**config.mk**
```make
export PLATFORM = sky130hd
export DESIGN_NAME = arena_scanner
export DESIGN_NICKNAME = d
export VERILOG_FILES = /design/src/rtl/arena_scanner.sv
export SDC_FILE = /design/constraint.sdc
export NUM_CORES = 1
export LEC_CHECK = 0
export BUFFER_PORTS_ARGS = -buffer_cell sky130_fd_sc_hd__buf_2
export CAP_MARGIN = 40
export CELL_PAD_IN_SITES_DETAIL_PLACEMENT = 1
export CELL_PAD_IN_SITES_GLOBAL_PLACEMENT = 1
export CORE_UTILIZATION = 43
export DETAILED_ROUTE_END_ITERATION = 7
export HOLD_SLACK_MARGIN = 0.12
export PLACE_DENSITY_LB_ADDON = 0.25
export SLEW_MARGIN = 20
export SYNTH_ARGS = -nofsm -noshare
export SYNTH_HDL_FRONTEND = slang
export SYNTH_SLANG_ARGS = --single-unit
```
**constraint.sdc**
```tcl
create_clock -name clk -period 3.9 [get_ports clk]
set_input_delay 0.585 -clock clk [delete_from_list [all_inputs] [get_ports clk]]
set_output_delay 0.585 -clock clk [all_outputs]
set_load 0.02 [all_outputs]
```
**src/rtl/arena_scanner.sv**
```systemverilog
// Serialises the Life arena one row at a time into a valid/ready cell stream,
// row 0 / column 0 first, and counts live cells for the generation's population.
module arena_scanner #(
  parameter int ARENA_WIDTH  = 10,
  parameter int ARENA_HEIGHT = 10
) (
  input  logic                   clk,
  input  logic                   rst_n,
  input  logic                   start,
  output logic                   ready,
  output logic [9:0]             arena_row_select,
  input  logic [ARENA_WIDTH-1:0] arena_columns,
  output logic                   cell_valid,
  input  logic                   cell_ready,
  output logic                   cell_data,
  output logic                   cell_last_in_row,
  output logic                   cell_last_in_frame,
  output logic [19:0]            population
);

  localparam int COL_W = (ARENA_WIDTH > 1) ? $clog2(ARENA_WIDTH) : 1;
  localparam logic [COL_W-1:0] COL_LAST = COL_W'(ARENA_WIDTH - 1);
  localparam logic [9:0]       ROW_LAST = 10'(ARENA_HEIGHT - 1);

  localparam logic [1:0] S_IDLE  = 2'd0;
  localparam logic [1:0] S_FETCH = 2'd1;
  localparam logic [1:0] S_SHIFT = 2'd2;

  logic [1:0]             state_reg, state_next;
  logic [9:0]             row_reg, row_next;
  logic [COL_W-1:0]       col_reg, col_next;
  logic [ARENA_WIDTH-1:0] shift_reg, shift_next;
  logic [19:0]            pop_reg, pop_next;

  logic in_shift;
  logic col_last;
  logic row_last;
  logic accept;

  assign in_shift = (state_reg == S_SHIFT);
  assign col_last = (col_reg == COL_LAST);
  assign row_last = (row_reg == ROW_LAST);
  assign accept   = in_shift & cell_ready;

  // All outputs decode from registered state, so cell_valid never sees cell_ready.
  assign ready              = (state_reg == S_IDLE);
  assign cell_valid         = in_shift;
  assign cell_data          = in_shift & shift_reg[0];
  assign cell_last_in_row   = in_shift & col_last;
  assign cell_last_in_frame = in_shift & col_last & row_last;
  assign arena_row_select   = (state_reg == S_IDLE) ? 10'd0 : row_reg;
  assign population         = pop_reg;

  always_comb begin
    state_next = state_reg;
    row_next   = row_reg;
    col_next   = col_reg;
    shift_next = shift_reg;
    pop_next   = pop_reg;
    case (state_reg)
      S_IDLE: begin
        if (start) begin
          state_next = S_FETCH;
          row_next   = 10'd0;
          pop_next   = 20'd0;
        end
      end
      S_FETCH: begin
        // Row is snapshotted here; later arena writes cannot disturb its stream.
        shift_next = arena_columns;
        col_next   = '0;
        state_next = S_SHIFT;
      end
      S_SHIFT: begin
        if (accept) begin
          shift_next = shift_reg >> 1;
          pop_next   = pop_reg + {19'd0, shift_reg[0]};
          if (col_last) begin
            if (row_last) begin
              state_next = S_IDLE;
            end else begin
              row_next   = row_reg + 10'd1;
              state_next = S_FETCH;
            end
          end else begin
            col_next = col_reg + 1'b1;
          end
        end
      end
      default: state_next = S_IDLE;
    endcase
  end

  always_ff @(posedge clk or negedge rst_n) begin
    if (!rst_n) begin
      state_reg <= S_IDLE;
      row_reg   <= '0;
      col_reg   <= '0;
      shift_reg <= '0;
      pop_reg   <= '0;
    end else begin
      state_reg <= state_next;
      row_reg   <= row_next;
      col_reg   <= col_next;
      shift_reg <= shift_next;
      pop_reg   <= pop_next;
    end
  end

endmodule

```
After elaboration in Yosys (flattened, before gate mapping)
Cells that the tools add are included.
Cells by class
  bitwise operators: 4
  eq/ne operators: 9
  mux-type cells: 19
  $add $sub $neg: 3
  reductions and logical operators: 8
Operators by type and width (count)
  $mux W10: 6
  $mux W20: 2
  $pmux W10 S2: 2
  $pmux W20 S2: 1
  $add A20 B1 Y20: 1
  $add A10 B1 Y10 const B: 1
  $eq A10 B4 Y1 const B: 1
  $reduce_and A3 Y1: 3
  $mux W4: 2
  $pmux W4 S2: 1
  $mux W2: 3
  $ne A2 B2 Y1 const B: 3
  $pmux W2 S3: 1
  $reduce_and A5 Y1: 1
  $add A4 B1 Y4 const B: 1
  $and A1 B1 Y1: 4
  $eq A4 B4 Y1 const B: 1
  $ne A2 B1 Y1 const B: 2
  $reduce_bool A2 Y1: 2
  $eq A2 B1 Y1 const B: 1
  $eq A2 B2 Y1 const B: 1
  $logic_not A2 Y1: 1
  $reduce_and A2 Y1: 1
  $mux W1: 1
Storage, ports and cells
  register bits after elaboration: 46
  output and inout bits: 35
  input port bits: 14
  logic and storage cells: 48

Logic depth before layout (Yosys ltp)
Gate-level depths: netlist of run 1.
  depth in word-level cells: 5
  mapped depth: 7
  depth with buffers taken out: 7

Least setup slack after synthesis of run 1
OpenSTA, ideal clock, no wires.
  path kind: register to output
  start point: reg row_reg[5]
  end point: out cell_last_in_frame
  buffers on the path: 0
  stages on the path, launching flop included: 4
  setup slack: 1.497 ns
  arrival: 1.818 ns
  cells stage by stage: dfrtp_1 -> or4_1 -> or3_1 -> nor3_1
Between the ends
  cells in the longest elaborated chain, start to end: 2
RTL lines
  start: declaration: line 30  | logic [9:0] row_reg, row_next;
  start signal: assignment: line 103  | row_reg <= row_next;
  $eq A10 B4 Y1: line 42  | assign row_last = (row_reg == ROW_LAST);
  $and A1 B1 Y1: line 50  | assign cell_last_in_frame = in_shift & col_last & row_last;
  end: declaration: line 17  | output logic cell_last_in_frame,
Every way passes these cells.

Worst setup path in the final report of run 1
Ends and elaborated chain as after synthesis.

==> results of run 1 <==
[layout make-up]
class | instances | area (sq um)
fill | 737 | 2873
multi-input combinational | 221 | 1418
sequential | 46 | 1151
timing repair buffer | 53 | 297.8
clock buffer | 7 | 96.34
tap | 75 | 93.84
inverter | 14 | 52.55
clock inverter | 1 | 8.758
[critical path, cell delays in order (launching register included)]
cell and delay, ns:
dfrtp_1 0.46, or4_1 0.55, or3_1 0.47, nor3_1 0.16, buf_2 0.19
[power by group]
group | switching (W) | internal [W]
combinational | 0.000448 | 0.000282
clock | 0.000168 | 0.000163
sequential | 0.000122 | 0.000587
[per-layer routing]
layer	vias up	global-route usage, %	wire length, um
li1	1188	-	-
met1	1218	29.99	3223
met2	50	35.80	3228
met3	8	3.483	206
met4	0	7.143	90
met5	-	0	0
[kinds of logic after synthesis]
logic type	Yosys count
compound gates	74
buf+inv	30
xor+xnor	7
flops	46
mux	12
simple gates	122
fa+ha+maj	6
[worst paths after layout]
check,start,endpoint,slack [ns],cells past startpoint
max,row_reg[5],cell_last_in_frame,1.18,4
min reg2reg,row_reg[4],row_reg[4],0.55,1
min,rst_n,population[18],0.21,1
max in group asynchronous,rst_n,row_reg[4],3.17,2
min in group clk,row_reg[4],row_reg[4],0.55,1
max reg2reg,population[4],population[17],1.62,4
[metrics by stage]
step | hold WS, ns | worst slack [ns] | util [%] | total power, W | area (sq um)
floorplan | 0.2894 | 1.497 | - | 0.001224 | 2691
detailed placement | 0.5425 | 1.351 | 49.92 | 0.001427 | 2990
global placement | 0.5133 | 1.419 | 49.58 | 0.001395 | 2970
CTS | 0.2161 | 1.165 | 51.67 | 0.001761 | 3095
global route | 0.2240 | 1.086 | 52.05 | 0.001910 | 3118
finish | 0.2123 | 1.181 | 52.05 | 0.001769 | 3118
[cells in the final DEF (no fill, tap or decap), types with 6 or more instances in the layout]
cell type,netlist,final
dfrtp_1,46,46
nand3_1,10,10
nand4_1,8,8
inv_1,13,13
nand2_1,22,22
nor2b_1,13,13
o21ai_0,11,11
a211oi_1,9,9
a21oi_1,25,25
buf_2,3,48
or4_1,12,12
clkbuf_8,0,7
o31ai_1,12,12
mux2i_1,11,11
ha_1,6,6
nor2_1,19,19
xnor2_1,7,7
nor4_1,9,9
==> key figures, run 1 <==
GRT
  – Initial antenna violation count: 0
  – Global route overflow: 0
  – Largest net degree at the start of global routing: 31
  – Global-route wire length before repair: between 10 and 15 mm
  – GRT Overall Usage: between 20 and 25%
  – Vias in the first global route: roughly 2300

Yosys
  – Syn avg cell area: ~9.1 sq um
  – Top-count cell post-synth: dfrtp_1
  – Mapped Nets: about 320
  – Area leader, netlist: dfrtp_1
  – Synth Area in Compound Gates: around 17%
  – Top FF cell, synth: dfrtp_1
  – Adder-Cell Fraction of Synth Area: ~2.8%
  – Simple-gate share of the synthesized area: 25.34%
  – Ys async rst share: 100.0%
  – Synthesis Warnings: 0
  – Largest family of logic cells by synthesized area: simple AND/OR/NAND/NOR gates
  – Number of synthesized register bits: 46
  – Synth top area cells: dfrtp_1 43%, a21oi_1 4.6%, mux2i_1 4.1%, o31ai_1 3.3%, or4_1 3.3%
  – Top post-synthesis cells by count: 46 x dfrtp_1, 25 x a21oi_1, 22 x nand2_1
  – Multiplexer share of the synthesized area: between 4 and 5%
  – Area share of the largest cell type after synthesis: 42.77%
  – Post-synth cell types: between 40 and 50
  – EDFF count, synth: 0
  – Synth Area in XOR/XNOR: under 10%
  – Seq/Total Area, Yosys: around 43%
  – Syn Std Cell Area: between 2000 and 3000 sq um
  – Mapped Cells: just under 300

Clock tree
  – Post-CTS resize count: 0
  – CTS Hold Bufs: 0
  – Clk buf depth: 2
  – Root Buffer: clkbuf_8
  – H-tree Lvls: 2
  – Total CTS buffers: 5
  – Post-CTS setup buffer count: 0
  – Clock transition at path regs: 0.09 ns
  – Clock sinks: 46
  – CTS tree: done
  – Worst-skew pair later-pin latency: about 0.30 ns

Die
  – Initial Util: between 40% and 50%
  – # rows: 28
  – Die area: 6580 sq um
  – DIE HEIGHT: ~81 um
  – # IOs: 49
  – Core Area: around 6000 sq um
  – Die width: about 80 um

STA
  – TNS Setup: 0 ns
  – Clock skew: between 0.01 and 0.015 ns
  – # setup viols final: 0
  – Minimum clock period: between 2 and 3 ns
  – RSZ-0062 raised after global routing: no
  – Fmax achieved: around 370 MHz
  – Hold Fails Final Rpt: 0
  – Slew headroom: approximately half
  – Tcrit/Tclk final: a little over two thirds
  – Slew Viols, Final: 0
  – Worst slew pin tran: approximately 0.72 ns

Cells and area
  – Layout area overhead: 15.85%
  – N_diodes: 0
  – Net count of the finished layout: between 300 and 400
  – Max FFs per register: 20
  – Layout cells sized above 1: between 10% and 20%
  – Post-route insts no fill: approximately 420

Route
  – Via count: roughly 2500
  – DRT iter0 DRCs: ~170
  – Drt pass-1 iters: 4
  – Detail Route Antenna Nets: 0
  – DRC violations left: 0
  – DR WL/cell: around 16 um
  – DR vias/cell: a little under 6
  – Overall routed net length: roughly 6.7 mm

Placement
  – Post-DP HPWL: 4.740 mm
  – RD Place Congestion: about 0.84
  – Cells after DPL: just over 400
  – PortBufs: 48

Power and ir drop
  – Max IR drop VDD: 304.5 uV
  – LEAKAGE: 1.384 nW
  – Pwr/cell area: around 570 nW/um^2

Critical path
  – CP Launch Type: register
  – Critical Path AT: 2.13 ns
  – CP Data Required Time: ~3.3 ns
  – Critical path type: reg -> out
  – Endpoint class of the critical path: output pin
  – Worst-path fanout max: 7

Worst hold path
  – Hold Crit Class: in -> async

Flow run
  – MaxCap Viol Count: 0

Outcome
  – Status: finished, final reports clean
Power figures use the tool's default switching activity.
==> inputs of run 2 (changes only) <==
--- a/config.mk
+++ b/config.mk
@@ -5,11 +5,12 @@
 export SDC_FILE = /design/constraint.sdc
 export NUM_CORES = 1
 export LEC_CHECK = 0
+export ABC_AREA = 1
 export BUFFER_PORTS_ARGS = -buffer_cell sky130_fd_sc_hd__buf_2
 export CAP_MARGIN = 40
 export CELL_PAD_IN_SITES_DETAIL_PLACEMENT = 1
 export CELL_PAD_IN_SITES_GLOBAL_PLACEMENT = 1
-export CORE_UTILIZATION = 43
+export CORE_UTILIZATION = 36
 export DETAILED_ROUTE_END_ITERATION = 7
 export HOLD_SLACK_MARGIN = 0.12
 export PLACE_DENSITY_LB_ADDON = 0.25
==> constraint.sdc (replaced) <==
create_clock -name clk -period 2.47 [get_ports clk]
set_input_delay 0.3705 -clock clk [delete_from_list [all_inputs] [get_ports clk]]
set_output_delay 0.3705 -clock clk [all_outputs]
set_load 0.02 [all_outputs]
==> key figures, run 2 <==
Route
  – Drt pass-1 iters: 4
  – DRT iter0 DRCs: 127
  – Overall routed net length: roughly 7.0 mm
  – Detail Route Antenna Nets: 0
  – DR vias/cell: 4.908
  – DR WL/cell: ~13 um
  – Via count: 2655
  – DRC violations left: 0

Critical path
  – Critical path type: reg -> out
  – Endpoint class of the critical path: output pin
  – CP Data Required Time: 2.10 ns
  – Worst-path fanout max: 6
  – Critical Path AT: 1.63 ns
  – CP Launch Type: register

Clock tree
  – Clock transition at path regs: about 0.10 ns
  – Clock sinks: between 40 and 50
  – H-tree Lvls: 2
  – CTS tree: done
  – Worst-skew pair later-pin latency: between 0.3 and 0.4 ns
  – Total CTS buffers: 5
  – Clk buf depth: 2
  – Root Buffer: clkbuf_8
  – Post-CTS resize count: 0

Placement
  – Placed cell area: ~3100 sq um
  – RD Place Congestion: 0.7867
  – Post-DP HPWL: 5.103 mm
  – PortBufs: 48
  – Cells after DPL: 532

STA
  – Hold Fails Final Rpt: 0
  – Slew Viols, Final: 0
  – RSZ-0062 raised after global routing: no
  – Worst slew pin tran: approximately 0.53 ns
  – Clock skew: 0.006174 ns
  – # setup viols final: 0
  – TNS Setup: 0 ns
  – Tcrit/Tclk final: between 80% and 90%
  – Fmax achieved: around 500 MHz
  – Slew headroom: about two thirds
  – Minimum clock period: roughly 2.0 ns

Flow run
  – MaxCap Viol Count: 0

Cells and area
  – Layout area overhead: 17.54%
  – N_diodes: 0
  – Cell area after layout: 3269 sq um
  – Commonest non-fill, non-tap cell in the layout: nand2_1
  – Layout cells sized above 1: between 15 and 20%
  – Max FFs per register: 20
  – Final Util: roughly 44%
  – Post-route insts no fill: 541
  – Most frequent cells in the layout: 103 x nand2_1, 62 x inv_1, 52 x nor2_1
  – Net count of the finished layout: about 460

Yosys
  – Top-count cell post-synth: nand2_1
  – Syn Std Cell Area: 2781 sq um
  – Simple-gate share of the synthesized area: between 30 and 40%
  – EDFF count, synth: 0
  – Post-synth cell types: 30
  – Area leader, netlist: dfrtp_1
  – Mapped Nets: 412
  – Top post-synthesis cells by count: 103 x nand2_1, 62 x inv_1, 52 x nor2_1
  – Adder-Cell Fraction of Synth Area: 2.699%
  – Multiplexer share of the synthesized area: 0.3599%
  – Synth Area in Compound Gates: between 9 and 10%
  – Seq/Total Area, Yosys: approximately two fifths
  – Synth Area in XOR/XNOR: 0%
  – Area share of the largest cell type after synthesis: between 40% and 50%
  – Syn avg cell area: about 7.1 sq um
  – Ys async rst share: between 90% and 100%
  – Number of synthesized register bits: 46
  – Synthesis Warnings: 0
  – Mapped Cells: approximately 390
  – Synth top area cells: dfrtp_1 41%, nand2_1 14%, inv_1 8.4%, nor2_1 7.0%, nand3_1 4.9%
  – Largest family of logic cells by synthesized area: simple AND/OR/NAND/NOR gates
  – Top FF cell, synth: dfrtp_1

Die
  – DIE HEIGHT: around 90 um
  – # IOs: 49
  – Die width: between 80 and 90 um
  – # rows: 31
  – Initial Util: between 30% and 40%
  – Core Area: 7370 sq um
  – Die area: around 8100 sq um

GRT
  – Global-route wire length before repair: ~12 mm
  – GRT Overall Usage: around a fifth
  – Initial antenna violation count: 0
  – Vias in the first global route: 2677
  – Largest net degree at the start of global routing: 47
  – Global route overflow: 0

Power and ir drop
  – Total design power: approximately 0.0027 W
  – LEAKAGE: between 1.5 and 2 nW
  – Pwr/cell area: about 840 nW/um^2
  – Max IR drop VDD: roughly 330 uV

Outcome
  – Status: finished, final reports clean

Worst hold path
  – Hold Crit Class: in -> reg
-- run 2: report_power, final --
part	switching (W)	leakage [nW]	internal, W	total (W)
sequential	0.000111	0.617	0.000905	0.00102
combinational	0.000704	1.07	0.000313	0.00102
clock	0.000282	0.0714	0.000432	0.000714
-- run 2: kinds of logic (layout without fill, tap and decap cells) --
family,after synthesis,count (layout)
AND/OR/NAND/NOR,215,215
buffers and inverters,75,125
AO/OA/AOI/OAI,49,49
multiplexers,1,1
flip-flops,46,46
adder cells (fa/ha/maj),6,6
-- run 2: cell type report --
class	count	area, sq um
clock buffer	6	82.58
clock inverter	2	60.06
fill	993	4100
inverter	64	240.2
multi-input combinational	271	1319
sequential	46	1151
tap	99	123.9
timing repair buffer	53	292.8
-- run 2: what timing repair did --
action | CTS | global route
hold buffers | 1 | 0
setup endpoints to repair | 0 | 0
hold endpoints to repair | 46 | 0
buffers inserted | 0 | 0
-- run 2: worst paths after layout --
kind                                       start                  to  slack (ns)  cells past startpoint
worst max-delay path                state_reg[0]  cell_last_in_frame        0.47                      6
worst min-delay path            arena_columns[4]        shift_reg[4]        0.32                      3
worst max register to register     population[0]      population[13]        0.69                      8
worst min register to register      shift_reg[2]        shift_reg[2]        0.55                      2
max in group asynchronous                  rst_n       population[1]        1.66                      3
min in group asynchronous                  rst_n       population[7]        0.56                      3
-- run 2: routing by layer --
metal | track usage, % | vias up | routed length [um]
met5 | 0 | - | 0
met4 | 4.839 | 0 | 81
met3 | 2.538 | 5 | 177
met2 | 33.78 | 40 | 3378
met1 | 23.37 | 1277 | 3356
li1 | - | 1333 | -
-- run 2: critical path: stages (launching register included) --
cell and delay (ns):
dfrtp_1 0.47, inv_2 0.10, nand2_1 0.12, nor2_1 0.16, nand3_2 0.15, nor2_1 0.14, buf_2 0.18
-- run 2: stage by stage --
| stage | hold WS [ns] | setup WS [ns] |
|---|---|---|
| after floorplan | 0.07491 | 0.8796 |
| after CTS | 0.3105 | 0.4268 |
| after global placement | 0.3813 | 0.7962 |
| final | 0.3177 | 0.4656 |
| after detailed placement | 0.3791 | 0.7048 |
| after global routing | 0.3434 | 0.3497 |
==> inputs of run 3 (changes only) <==
--- a/config.mk
+++ b/config.mk
@@ -10,7 +10,7 @@
 export CAP_MARGIN = 40
 export CELL_PAD_IN_SITES_DETAIL_PLACEMENT = 1
 export CELL_PAD_IN_SITES_GLOBAL_PLACEMENT = 1
-export CORE_UTILIZATION = 36
+export CORE_UTILIZATION = 40
 export DETAILED_ROUTE_END_ITERATION = 7
 export HOLD_SLACK_MARGIN = 0.12
 export PLACE_DENSITY_LB_ADDON = 0.25
==> constraint.sdc (replaced) <==
create_clock -name clk -period 1.97 [get_ports clk]
set_input_delay 0.2955 -clock clk [delete_from_list [all_inputs] [get_ports clk]]
set_output_delay 0.2955 -clock clk [all_outputs]
set_load 0.02 [all_outputs]
==> key figures, run 3 (synthesis results as in run 2) <==
Outcome
  – Status: finished, final reports clean

Die
  – Die area: roughly 7300 sq um
  – # rows: 30
  – Initial Util: 41.17%
  – Core Area: ~6800 sq um
  – DIE HEIGHT: around 85 um
  – # IOs: just under 50
  – Die width: around 85 um

Critical path
  – Worst-path cell chain: inv_1, ha_1, nand2_1, nor2_2, nand3_2, nor2_1, buf_2
  – R2R Path Start: population[0]
  – Crit-path leading delay family: simple AND/OR/NAND/NOR gates
  – Worst-path fanout max: 4
  – Slowest CP cell: dfrtp_1
  – CP Launch Type: register
  – Critical Path AT: between 1.5 and 2 ns
  – Critical path type: reg -> out
  – Crit. Startpoint: row_reg[1]
  – Endpoint class of the critical path: output pin
  – Max stage delay on crit path: between 0.4 and 0.5 ns
  – CP Data Required Time: approximately 1.7 ns
  – Buf+Inv Stages, Crit Path: 2

Power and ir drop
  – Gate power share: a little over two fifths
  – Internal Dissipation: around 0.0018 W
  – LEAKAGE: between 1.5 and 2 nW
  – Net switching power: ~0.0014 W
  – Max IR drop VDD: a little under 500 uV
  – Pwr/cell area: about 1000 nW/um^2
  – Sequential share of power: 39.7%
  – Switching Share: around 44%
  – Clock group share of total power: 18.7%
  – Total design power: approximately 0.0032 W

GRT
  – Grt met1 use: ~25%
  – Vias in the first global route: between 2000 and 3000
  – Global-route wire length before repair: 12.72 mm
  – GRT Overall Usage: between 20 and 25%
  – Busiest grt layer: met2
  – Met2 GRT Util: between 40% and 50%
  – GRT met3 Usage: under 10%
  – Largest net degree at the start of global routing: 29
  – Initial antenna violation count: 0
  – Global route overflow: 0

Clock tree
  – H-tree Lvls: 2
  – CTS tree: done
  – Clock transition at path regs: approximately 0.10 ns
  – Total CTS buffers: 5
  – Clk buf depth: 2
  – Clock sinks: 46
  – Worst-skew pair later-pin latency: 0.31 ns
  – Root Buffer: clkbuf_8

Cells and area
  – Layout area overhead: 16.01%
  – Most frequent cells in the layout: 103 x nand2_1, 62 x inv_1, 51 x nor2_1
  – Max FFs per register: 20
  – N_diodes: 0
  – Net count of the finished layout: roughly 470
  – Multi-input gate area: 1321 sq um
  – Cell area after layout: 3227 sq um
  – Layout cells sized above 1: a little under a fifth
  – Commonest non-fill, non-tap cell in the layout: nand2_1
  – Fill cell count: approximately 900
  – Register Area: around 1200 sq um

STA
  – TNS Setup: 0 ns
  – Worst hold slack: ~0.25 ns
  – Tcrit/Tclk final: a little over nine tenths
  – Minimum clock period: roughly 1.9 ns
  – Fmax achieved: 531.8 MHz
  – # setup viols final: 0
  – Worst slew pin tran: 0.5724 ns
  – Hold Fails Final Rpt: 0
  – Slew Viols, Final: 0
  – Clock skew: approximately 0.0093 ns
  – Slew headroom: between 60% and 70%

Flow run
  – MaxCap Viol Count: 0

Route
  – Via count: 2697
  – DRT iter0 DRCs: 53
  – Detail Route Antenna Nets: 0
  – DRC violations left: 0
  – Overall routed net length: 7.232 mm
  – Drt pass-1 iters: 4
  – DR vias/cell: approximately 5.1
  – DR WL/cell: about 14 um

Placement
  – RD Place Congestion: between 0.8 and 0.9
  – PortBufs: 48
  – Post-DP HPWL: approximately 5.5 mm
  – Placed cell area: 3108 sq um

Worst hold path
  – Hold Crit Class: in -> reg
  – Worst Min Path Start: arena_columns[3]
==> run 3: cell count changes in the layout (fill, tap and decap cells not counted), sizes merged <==
| cell | before | now |
|---|---|---|
| buf | 52 | 56 |
| clkinvlp | 0 | 1 |
| clkinv | 0 | 2 |
| bufinv | 2 | 0 |
| clkbuf | 6 | 5 |
==> run 3: repair_timing <==
| action | in CTS | in global routing |
|---|---|---|
| setup endpoints to repair | 0 | 1 |
| setup buffers | 0 | 2 |
| hold buffers | 1 | 0 |
| resized for setup | 0 | 2 |
| endpoints found under the hold margin | 22 | 0 |
==> run 3: power by group through the flow <==
stage	sequential [W]	clock (W)	combinational, W
3_5_place_dp	0.00130	0	0.00136
2_1_floorplan	0.00131	0	0.000972
4_1_cts	0.00129	0.000627	0.00137
3_3_place_gp	0.00129	0	0.00129
5_1_grt	0.00131	0.000652	0.00153
6_report	0.00128	0.000605	0.00135
==> run 3: path summary, 6_finish.rpt <==
| check | end | slack [ns] | cells past startpoint |
|---|---|---|---|
| max | cell_last_in_frame | 0.09 | 7 |
| max reg2reg | population[17] | 0.35 | 8 |
| min reg2reg | row_reg[4] | 0.54 | 2 |
| min in group asynchronous | shift_reg[1] | 0.52 | 2 |
| max in group asynchronous | row_reg[4] | 0.92 | 3 |
| min | shift_reg[3] | 0.25 | 3 |
==> run 3: worst reg2reg max path, cell delays in order (launching register included) <==
cell     delay, ns
dfrtp_1       0.41
ha_1          0.20
inv_1         0.08
nor2_1        0.17
nand3_1       0.10
nor2_1        0.31
nand3_1       0.12
nand2_1       0.09
nor2_1        0.05
==> run 3: metrics by stage <==
step	utilization (%)	setup WS, ns	instances
3_5_place_dp	46.00	0.3472	515
6_report	47.76	0.08945	526
2_1_floorplan	-	0.4323	392
3_3_place_gp	46.00	0.4208	515
5_1_grt	47.76	-0.005805	526
4_1_cts	47.48	0.01590	524
==> run 3: cell type report <==
cell class / count / share of cell area, %
multi-input combinational: 271 / 40.95
inverter: 64 / 7.445
timing repair buffer: 57 / 10.00
clock buffer: 5 / 2.133
clock inverter: 3 / 0.6592
tap: 80 / 3.102
sequential: 46 / 35.71
==> run 3: layer usage <==
metal  up-vias  share of wire [%]
li1       1338                  -
met1      1316                 44
met2        37                 52
met3         6                2.5
met4         0                1.1
met5         -                  0
